### src/rtl/serial_subtractor_pkg.sv
// Shared types and limits for the bit-serial subtractor.
package serial_sub_pkg;

    typedef enum logic [1:0] {
        IDLE = 2'd0,
        RUN  = 2'd1,
        DONE = 2'd2
    } state_t;

    localparam int SERIAL_SUB_MAX_WIDTH = 32;

endpackage

### src/rtl/serial_subtractor_if.sv
// Operand/result handshake bundle; o_overflow exists only with SERIAL_SUB_OVF_EN.
interface serial_subtractor_if #(
    parameter int WIDTH = 8
);
    logic             i_valid;
    logic             o_ready;
    logic [WIDTH-1:0] i_a;
    logic [WIDTH-1:0] i_b;
    logic             o_valid;
    logic             i_ready;
    logic [WIDTH-1:0] o_diff;
    logic             o_borrow;
`ifdef SERIAL_SUB_OVF_EN
    logic             o_overflow;
`endif

    modport slave (
        input  i_valid, i_a, i_b, i_ready,
        output o_ready, o_valid, o_diff, o_borrow
`ifdef SERIAL_SUB_OVF_EN
        , output o_overflow
`endif
    );

    modport master (
        output i_valid, i_a, i_b, i_ready,
        input  o_ready, o_valid, o_diff, o_borrow
`ifdef SERIAL_SUB_OVF_EN
        , input o_overflow
`endif
    );

endinterface

### src/rtl/serial_subtractor_half_subtractor.sv
// One-bit combinational half subtractor: diff = i_bit1 - i_bit2.
module half_subtractor (
    input  logic i_bit1,
    input  logic i_bit2,
    output logic diff,
    output logic borrow
);

    assign diff   = i_bit1 ^ i_bit2;
    assign borrow = ~i_bit1 & i_bit2;

endmodule

### src/rtl/serial_subtractor.sv
// Bit-serial a - b, LSB first, one bit per clock; SERIAL_SUB_OVF_EN adds o_overflow.
// Result valid WIDTH cycles after accept; held in DONE until i_ready, no new accept until then.
module serial_subtractor
    import serial_sub_pkg::*;
#(
    parameter int WIDTH = 8
) (
    input  logic        i_clk,
    input  logic        i_rst,
    serial_subtractor_if.slave bus
);

    localparam int CNT_W = $clog2(WIDTH);

    if (WIDTH < 2 || WIDTH > SERIAL_SUB_MAX_WIDTH) begin : g_bad_width
        $error("serial_subtractor: WIDTH out of range");
    end

    state_t           state_q;
    logic             ready_q;
    logic             valid_q;
    logic [CNT_W-1:0] cnt_q;
    logic [WIDTH-1:0] a_q;
    logic [WIDTH-1:0] b_q;
    logic [WIDTH-1:0] diff_q;
    logic             borrow_q;

    logic             hs_diff;
    logic             hs_borrow0;
    logic             hs_borrow1;
    logic             bit_d;
    logic             borrow_d;

    // Full-subtract step: (a - b) first, then subtract the incoming borrow.
    half_subtractor u_hs_ab (
        .i_bit1 (a_q[0]),
        .i_bit2 (b_q[0]),
        .diff   (hs_diff),
        .borrow (hs_borrow0)
    );

    half_subtractor u_hs_bin (
        .i_bit1 (hs_diff),
        .i_bit2 (borrow_q),
        .diff   (bit_d),
        .borrow (hs_borrow1)
    );

    assign borrow_d = hs_borrow0 | hs_borrow1;

`ifdef SERIAL_SUB_OVF_EN
    logic ovf_q;
    logic ovf_d;

    // On the last bit the shift registers hold the original operand MSBs in bit 0.
    assign ovf_d = (a_q[0] ^ b_q[0]) & (bit_d ^ a_q[0]);
    assign bus.o_overflow = ovf_q;
`endif

    always_ff @(posedge i_clk) begin
        if (i_rst) begin
            state_q  <= IDLE;
            ready_q  <= 1'b1;
            valid_q  <= 1'b0;
            cnt_q    <= '0;
            a_q      <= '0;
            b_q      <= '0;
            diff_q   <= '0;
            borrow_q <= 1'b0;
`ifdef SERIAL_SUB_OVF_EN
            ovf_q    <= 1'b0;
`endif
        end else begin
            case (state_q)
                IDLE: begin
                    if (bus.i_valid) begin
                        a_q      <= bus.i_a;
                        b_q      <= bus.i_b;
                        borrow_q <= 1'b0;
                        cnt_q    <= '0;
                        ready_q  <= 1'b0;
                        state_q  <= RUN;
                    end
                end
                RUN: begin
                    a_q      <= a_q >> 1;
                    b_q      <= b_q >> 1;
                    diff_q   <= {bit_d, diff_q[WIDTH-1:1]};
                    borrow_q <= borrow_d;
                    cnt_q    <= cnt_q + CNT_W'(1);
                    if (cnt_q == CNT_W'(WIDTH - 1)) begin
                        valid_q <= 1'b1;
                        state_q <= DONE;
`ifdef SERIAL_SUB_OVF_EN
                        ovf_q   <= ovf_d;
`endif
                    end
                end
                DONE: begin
                    if (bus.i_ready) begin
                        valid_q <= 1'b0;
                        ready_q <= 1'b1;
                        state_q <= IDLE;
                    end
                end
                default: begin
                    valid_q <= 1'b0;
                    ready_q <= 1'b1;
                    state_q <= IDLE;
                end
            endcase
        end
    end

    assign bus.o_ready  = ready_q;
    assign bus.o_valid  = valid_q;
    assign bus.o_diff   = diff_q;
    assign bus.o_borrow = borrow_q;

endmodule
### src/flat_wrapper.sv
// flat-port wrapper written by rule: the top's interface ports become plain ports
module serial_subtractor_flat import serial_sub_pkg::*;
#(
    parameter int WIDTH = 8
)
  (i_clk, i_rst, bus_i_valid, bus_i_a, bus_i_b, bus_i_ready, bus_o_ready, bus_o_valid, bus_o_diff, bus_o_borrow);
  serial_subtractor_if #(.WIDTH(WIDTH)) bus_i ();
  input  logic i_clk;
  input  logic i_rst;
  input wire logic [$bits(bus_i.i_valid)-1:0] bus_i_valid;
  input wire logic [$bits(bus_i.i_a)-1:0] bus_i_a;
  input wire logic [$bits(bus_i.i_b)-1:0] bus_i_b;
  input wire logic [$bits(bus_i.i_ready)-1:0] bus_i_ready;
  output wire logic [$bits(bus_i.o_ready)-1:0] bus_o_ready;
  output wire logic [$bits(bus_i.o_valid)-1:0] bus_o_valid;
  output wire logic [$bits(bus_i.o_diff)-1:0] bus_o_diff;
  output wire logic [$bits(bus_i.o_borrow)-1:0] bus_o_borrow;
  assign bus_i.i_valid = bus_i_valid;
  assign bus_i.i_a = bus_i_a;
  assign bus_i.i_b = bus_i_b;
  assign bus_i.i_ready = bus_i_ready;
  assign bus_o_ready = bus_i.o_ready;
  assign bus_o_valid = bus_i.o_valid;
  assign bus_o_diff = bus_i.o_diff;
  assign bus_o_borrow = bus_i.o_borrow;
  serial_subtractor #(.WIDTH(WIDTH)) u_core (.i_clk(i_clk), .i_rst(i_rst), .bus(bus_i));
endmodule
### config.mk
export PLATFORM = sky130hd
export DESIGN_NAME = serial_subtractor_flat
export DESIGN_NICKNAME = d
export VERILOG_FILES = /design/src/rtl/serial_subtractor_pkg.sv /design/src/rtl/serial_subtractor_if.sv /design/src/rtl/serial_subtractor_half_subtractor.sv /design/src/rtl/serial_subtractor.sv /design/src/flat_wrapper.sv
export SDC_FILE = /design/constraint.sdc
export NUM_CORES = 1
export LEC_CHECK = 0
export CORE_MARGIN = 8
export CORE_UTILIZATION = 45
export CTS_CLUSTER_SIZE = 16
export DETAILED_ROUTE_END_ITERATION = 16
export PLACE_DENSITY = 0.73
export SLEW_MARGIN = 40
export SYNTH_ARGS = -nofsm -noshare
export SYNTH_HDL_FRONTEND = slang
export SYNTH_SLANG_ARGS = --single-unit
export TNS_END_PERCENT = 100
### constraint.sdc
create_clock -name i_clk -period 1.25 [get_ports i_clk]
set_input_delay 0.1875 -clock i_clk [delete_from_list [all_inputs] [get_ports i_clk]]
set_output_delay 0.1875 -clock i_clk [all_outputs]
set_load 0.1 [all_outputs]
==> results of run 1 <==
cell families after synthesis:
family,after synthesis,synth area share
adder cells (fa/ha/maj),3,0.0325
flip-flops,32,0.463
buffers and inverters,14,0.0659
multiplexers,15,0.108
AND/OR/NAND/NOR,44,0.138
AO/OA/AOI/OAI,35,0.192
worst min-delay path by stage:
| stage | startpoint | end | slack, ns | cells after the start |
|---|---|---|---|---|
| floorplan | bus_i_a[7] | u_core.a_q[7] | 0.34 | 2 |
| global placement | u_core.bus.o_diff[6] | u_core.bus.o_diff[5] | 0.47 | 2 |
| detailed placement | u_core.bus.o_diff[5] | u_core.bus.o_diff[4] | 0.47 | 2 |
| CTS | bus_i_a[7] | u_core.a_q[7] | 0.48 | 3 |
| global route | bus_i_a[7] | u_core.a_q[7] | 0.47 | 3 |
| finish | bus_i_a[7] | u_core.a_q[7] | 0.49 | 3 |
metal layers:
layer  vias to the layer above  global-route usage  share of wire
li1                        566                   -              -
met3                         6              0.0586          0.050
met5                         -                   0              0
met4                         0              0.0703          0.019
met1                       530               0.119           0.41
met2                        18               0.208           0.52
cell type report:
| cell class | instances | area, um2 | area share |
|---|---|---|---|
| clock buffers | 6 | 51.3 | 0.0263 |
| clock inverters | 2 | 10.0 | 0.00513 |
| inverters | 2 | 7.51 | 0.00385 |
| multi-input cells | 97 | 658 | 0.337 |
| flip-flops and latches | 32 | 659 | 0.338 |
| well taps | 33 | 41.3 | 0.0212 |
| repair buffers | 40 | 523 | 0.268 |
per-stage QoR:
stage,utilization,setup TNS (ns),power (mW),std cells,worst slack (ns)
6_report,0.650,0,2.17,212,0.101
5_1_grt,0.650,0,2.30,212,0.00714
4_1_cts,0.647,0,2.20,212,0.0206
3_5_place_dp,0.626,-3.50,1.59,204,-0.260
3_3_place_gp,0.626,-2.22,1.57,204,-0.161
2_1_floorplan,-,-0.00151,1.41,143,-0.00151
layout by cell type (no fill, tap or decap):
| master | count |
|---|---|
| ha_1 | 2 |
| o21ai_0 | 1 |
| o21ba_2 | 1 |
| dfxtp_1 | 21 |
| inv_1 | 2 |
| clkbuf_4 | 5 |
| buf_12 | 14 |
| a22oi_1 | 5 |
| dfxtp_2 | 9 |
| o22ai_1 | 1 |
| nor3_1 | 1 |
| nand2_1 | 17 |
| and2b_1 | 1 |
| o21bai_1 | 1 |
| a211oi_1 | 9 |
| nor2_1 | 17 |
| clkbuf_8 | 1 |
| dfxtp_4 | 2 |
| buf_4 | 7 |
| nor3b_1 | 1 |
| clkdlybuf4s50_1 | 19 |
| a21oi_1 | 10 |
| mux2i_1 | 15 |
| nand2b_1 | 1 |
| a211oi_2 | 7 |
| clkinv_2 | 2 |
| fa_1 | 1 |
| nor2_2 | 6 |
sequential cells by signal, indices dropped and copies added, names as in the netlist:
name and count:
u_core.a_q 8, u_core.b_q 8, u_core.bus.o_borrow 1, u_core.bus.o_diff 8, u_core.bus.o_ready 1, u_core.bus.o_valid 1, u_core.cnt_q 3, u_core.state_q 2
repair_timing:
item	4_1_cts	5_1_grt
hold buffers	0	0
pin swaps	0	0
gates resized for setup	1	4
endpoints found under the setup margin	14	7
report_power, final:
group	switching (mW)	internal, mW
clock	0.344	0.267
sequential	0.0479	1.08
combinational	0.221	0.215
critical path: stages (launching register included):
cell,delay [ns]
dfxtp_1,0.34
ha_1,0.21
ha_1,0.27
a22oi_1,0.17
nor2_1,0.06
==> run metrics, run 1 <==
outcome=complete, no violations; Slew HR=0.803; CTS tree=done; die height=71.5 um; Root Driver=clkbuf_4; worst setup path start=u_core.cnt_q[0]; Final Cycle Share=0.919; IO Port Bufs=30; First-pass DRT Iterations=4; fraction of registers with async set or reset after synthesis=0; Yosys reg bits=32; H-tree depth=2; syn nets=166; cell count after synthesis=143; VDD IR-drop max=0.000808 V; Die ar.=5110 um2; vias in the first global route=1125; Die Wd=71.5 um; Layout Nets=201; share of cells above drive strength 1=0.302; Slew Limit Fails=0; Area Overhead vs Synth=40.8%; remaining antenna violation count=0; via count=1120; Placement Cell Area=1880 um2; Final setup viols=0; initial antenna violation count=0; Final Hold Vio Count=0; Clk Latency, worst-skew pair=0.34 ns; Syn Area/Cell=9.69 um2; worst slew pin tran=0.295 ns; reg2reg path depth=4; Top-Level Pins=31; WP data arrival=1.39 ns; wire per inst=13.6 um; Synth area leaders=dfxtp_1 46%, mux2i_1 11%, a211oi_1 5.4%; synth warn=0; GR Util All Layers=0.122; count of cell types in the netlist=25; core area=3000 um2; Synth Flop Type=dfxtp_1; CTS max path bufs=2; detail-routed via count per cell=5.28; diode count=0; sequential-to-total area share from yosys stat=0.463; critical path endpoint=u_core.cnt_q[2]; drt drc=0; CP required=1.49 ns; grt total ovfl=0; largest net degree at the start of global routing=34; Initial DRC Count=78; max cap viols=0; fillers=242; FP Rows=20; clock sink count=32; Leak Pwr=0.758 nW; RR Startpoint=u_core.cnt_q[0]; Post-synth top cells=32 x dfxtp_1, 17 x nand2_1, 17 x nor2_1; final WL=2890 um; post-synth top area cell=dfxtp_1; Fmax=870 MHz; Initial Utilization=0.461; number of synthesized flops with an enable pin=0; Setup crit end kind=register; RSZ-0062 raised after global routing=no; RR Endpoint=u_core.cnt_q[2]; Worst Setup Path Type=register to register; Detailed Place HPWL=2230 um; crit start category=register; final worst clock skew=0.0115 ns; global-route wire length before repair=4880 um; post-route cell area=1950 um2; Syn Std Cell Area=1390 um2; TritonCTS buffer count=5; reg2reg setup slack=0.10 ns; Cell Pwr Density=1110 nW/um2; HP Class=input port to register; Max FO, Critical Path=2; clk slew on worst S/H paths=0.10 ns; Yosys top cell area share=0.463; most frequent cell after synthesis=dfxtp_1; RePlAce Congestion=0.709; fin crit period=1.15 ns; Hold WS=0.486 ns; Post-CTS Setup Bufs=0
(Power assumes the default switching activity.)
==> run 2: changes to the inputs <==
--- a/config.mk
+++ b/config.mk
@@ -10,6 +10,7 @@
 export CTS_CLUSTER_SIZE = 16
 export DETAILED_ROUTE_END_ITERATION = 16
 export PLACE_DENSITY = 0.73
+export REMOVE_ABC_BUFFERS = 1
 export SLEW_MARGIN = 40
 export SYNTH_ARGS = -nofsm -noshare
 export SYNTH_HDL_FRONTEND = slang
==> run metrics, run 2 (synthesized netlist as in run 1, its figures left out) <==
share of cells above drive strength 1=0.254; Hold Path Cell Cnt=3; Max FO, Critical Path=7; RSZ-0062 raised after global routing=no; Fmax=844 MHz; post-route cell area=1940 um2; critical-path cell with the highest stage delay=dfxtp_1; HP Class=input port to register; detail-routed via count per cell=5.41; via count=1137; Layout Utilization=0.645; CTS tree=done; Worst Setup Path Type=register to register; Hold Path Sink=u_core.a_q[7]; CP required=1.48 ns; reg2reg path depth=4; drt drc=0; diode count=0; H-tree depth=2; Final setup viols=0; worst slew pin tran=0.346 ns; cell breakdown of the critical path=buf_4 > o21bai_2 > a22oi_1 > nor2_1; initial antenna violation count=0; Root Driver=clkbuf_4; delay of the slowest critical-path stage=0.36 ns; Leak Pwr=0.755 nW; GR Util All Layers=0.115; FP Rows=20; worst slack, placed=-0.232 ns; Top-Level Pins=31; most frequent cells in the layout=31 x dfxtp_1, 19 x clkdlybuf4s50_1, 17 x nor2_1, 17 x nand2_1, 15 x mux2i_1; die height=71.5 um; outcome=complete, no violations; Area Overhead vs Synth=39.9%; final WL=2940 um; core area=3000 um2; max cap viols=0; Layout Nets=200; Initial Utilization=0.461; wire per inst=14.0 um; CP bufs+invs=1; Initial DRC Count=65; First-pass DRT Iterations=3; crit start category=register; reg2reg setup slack=0.07 ns; Pwr Total=2.22 mW; CTS max path bufs=2; WP data arrival=1.41 ns; Clk Latency, worst-skew pair=0.33 ns; Final WS setup=0.0655 ns; final worst clock skew=0.00586 ns; Placement Cell Area=1830 um2; clk slew on worst S/H paths=0.09 ns; Slew HR=0.769; clock sink count=32; vias in the first global route=1131; remaining antenna violation count=0; IO Port Bufs=30; fin crit period=1.18 ns; Hold-fix buffers, CTS=0; largest net degree at the start of global routing=29; Final Hold Vio Count=0; RR Startpoint=u_core.state_q[1]; most common cell after layout, fill and taps aside=dfxtp_1; grt total ovfl=0; Die ar.=5110 um2; Detailed Place HPWL=2130 um; RePlAce Congestion=0.711; Setup crit end kind=register; global-route wire length before repair=4730 um; TritonCTS buffer count=5; Die Wd=71.5 um; Min-Delay Startpoint=bus_i_a[7]; Cell Pwr Density=1140 nW/um2; Final Cycle Share=0.948; VDD IR-drop max=0.000780 V; Hold WS=0.491 ns; crit-path leading delay family=compound AO/OA/AOI/OAI gates; Slew Limit Fails=0; RR Endpoint=u_core.b_q[7]
-- run 2: cell types whose count changed in the layout (fill, tap and decap cells not counted), sizes merged --
cell    before  now
clkinv       2    0
clkbuf       6    8
buf         21   19
-- run 2: layer usage --
| metal | global-route usage | vias up | share of wire |
|---|---|---|---|
| met5 | 0 | - | 0 |
| met4 | 0.0680 | 0 | 0.016 |
| met3 | 0.0460 | 5 | 0.053 |
| met2 | 0.196 | 26 | 0.50 |
| met1 | 0.117 | 540 | 0.43 |
| li1 | - | 566 | - |
-- run 2: worst max path at each step --
stage	from	to	slack, ns	depth (start not counted)
2_1_floorplan	u_core.state_q[0]	u_core.a_q[0]	-0.80	3
3_3_place_gp	bus_i_valid	u_core.a_q[0]	-0.15	5
3_5_place_dp	bus_i_valid	u_core.cnt_q[2]	-0.23	4
4_1_cts	u_core.state_q[1]	u_core.cnt_q[2]	0.02	4
5_1_grt	u_core.state_q[1]	u_core.b_q[7]	0.002	4
6_report	u_core.state_q[1]	u_core.b_q[7]	0.07	4
-- run 2: stage by stage --
step / setup TNS [ns] / std cells
final: 0 / 210
after global routing: 0 / 210
after CTS: 0 / 209
after detailed placement: -3.78 / 202
after global placement: -2.45 / 202
after floorplan: -16.08 / 131
-- run 2: power breakdown --
group          leakage, nW  switching (mW)  internal (mW)  total [mW]
clock               0.0374           0.332          0.319       0.650
sequential           0.263          0.0463           1.08        1.13
combinational        0.455           0.227          0.212       0.439
-- run 2: area by class of cell --
| type | instances | area (um2) |
|---|---|---|
| Timing Repair Buffer | 39 | 508 |
| Multi-Input combinational cell | 97 | 674 |
| Clock buffer | 7 | 65.1 |
| Fill cell | 262 | 1060 |
| Inverter | 2 | 7.51 |
| Tap cell | 33 | 41.3 |
| Sequential cell | 32 | 642 |
-- run 2: what timing repair did --
item | in CTS | in global routing
gates resized for setup | 1 | 6
setup buffers | 0 | 0
setup endpoints to repair | 1 | 11
cloned | 0 | 1
-- run 2: worst reg2reg max path: stages, from the launching register on --
cell and delay (ns):
dfxtp_1 0.36, buf_4 0.17, o21bai_2 0.26, a22oi_1 0.24, nor2_1 0.06
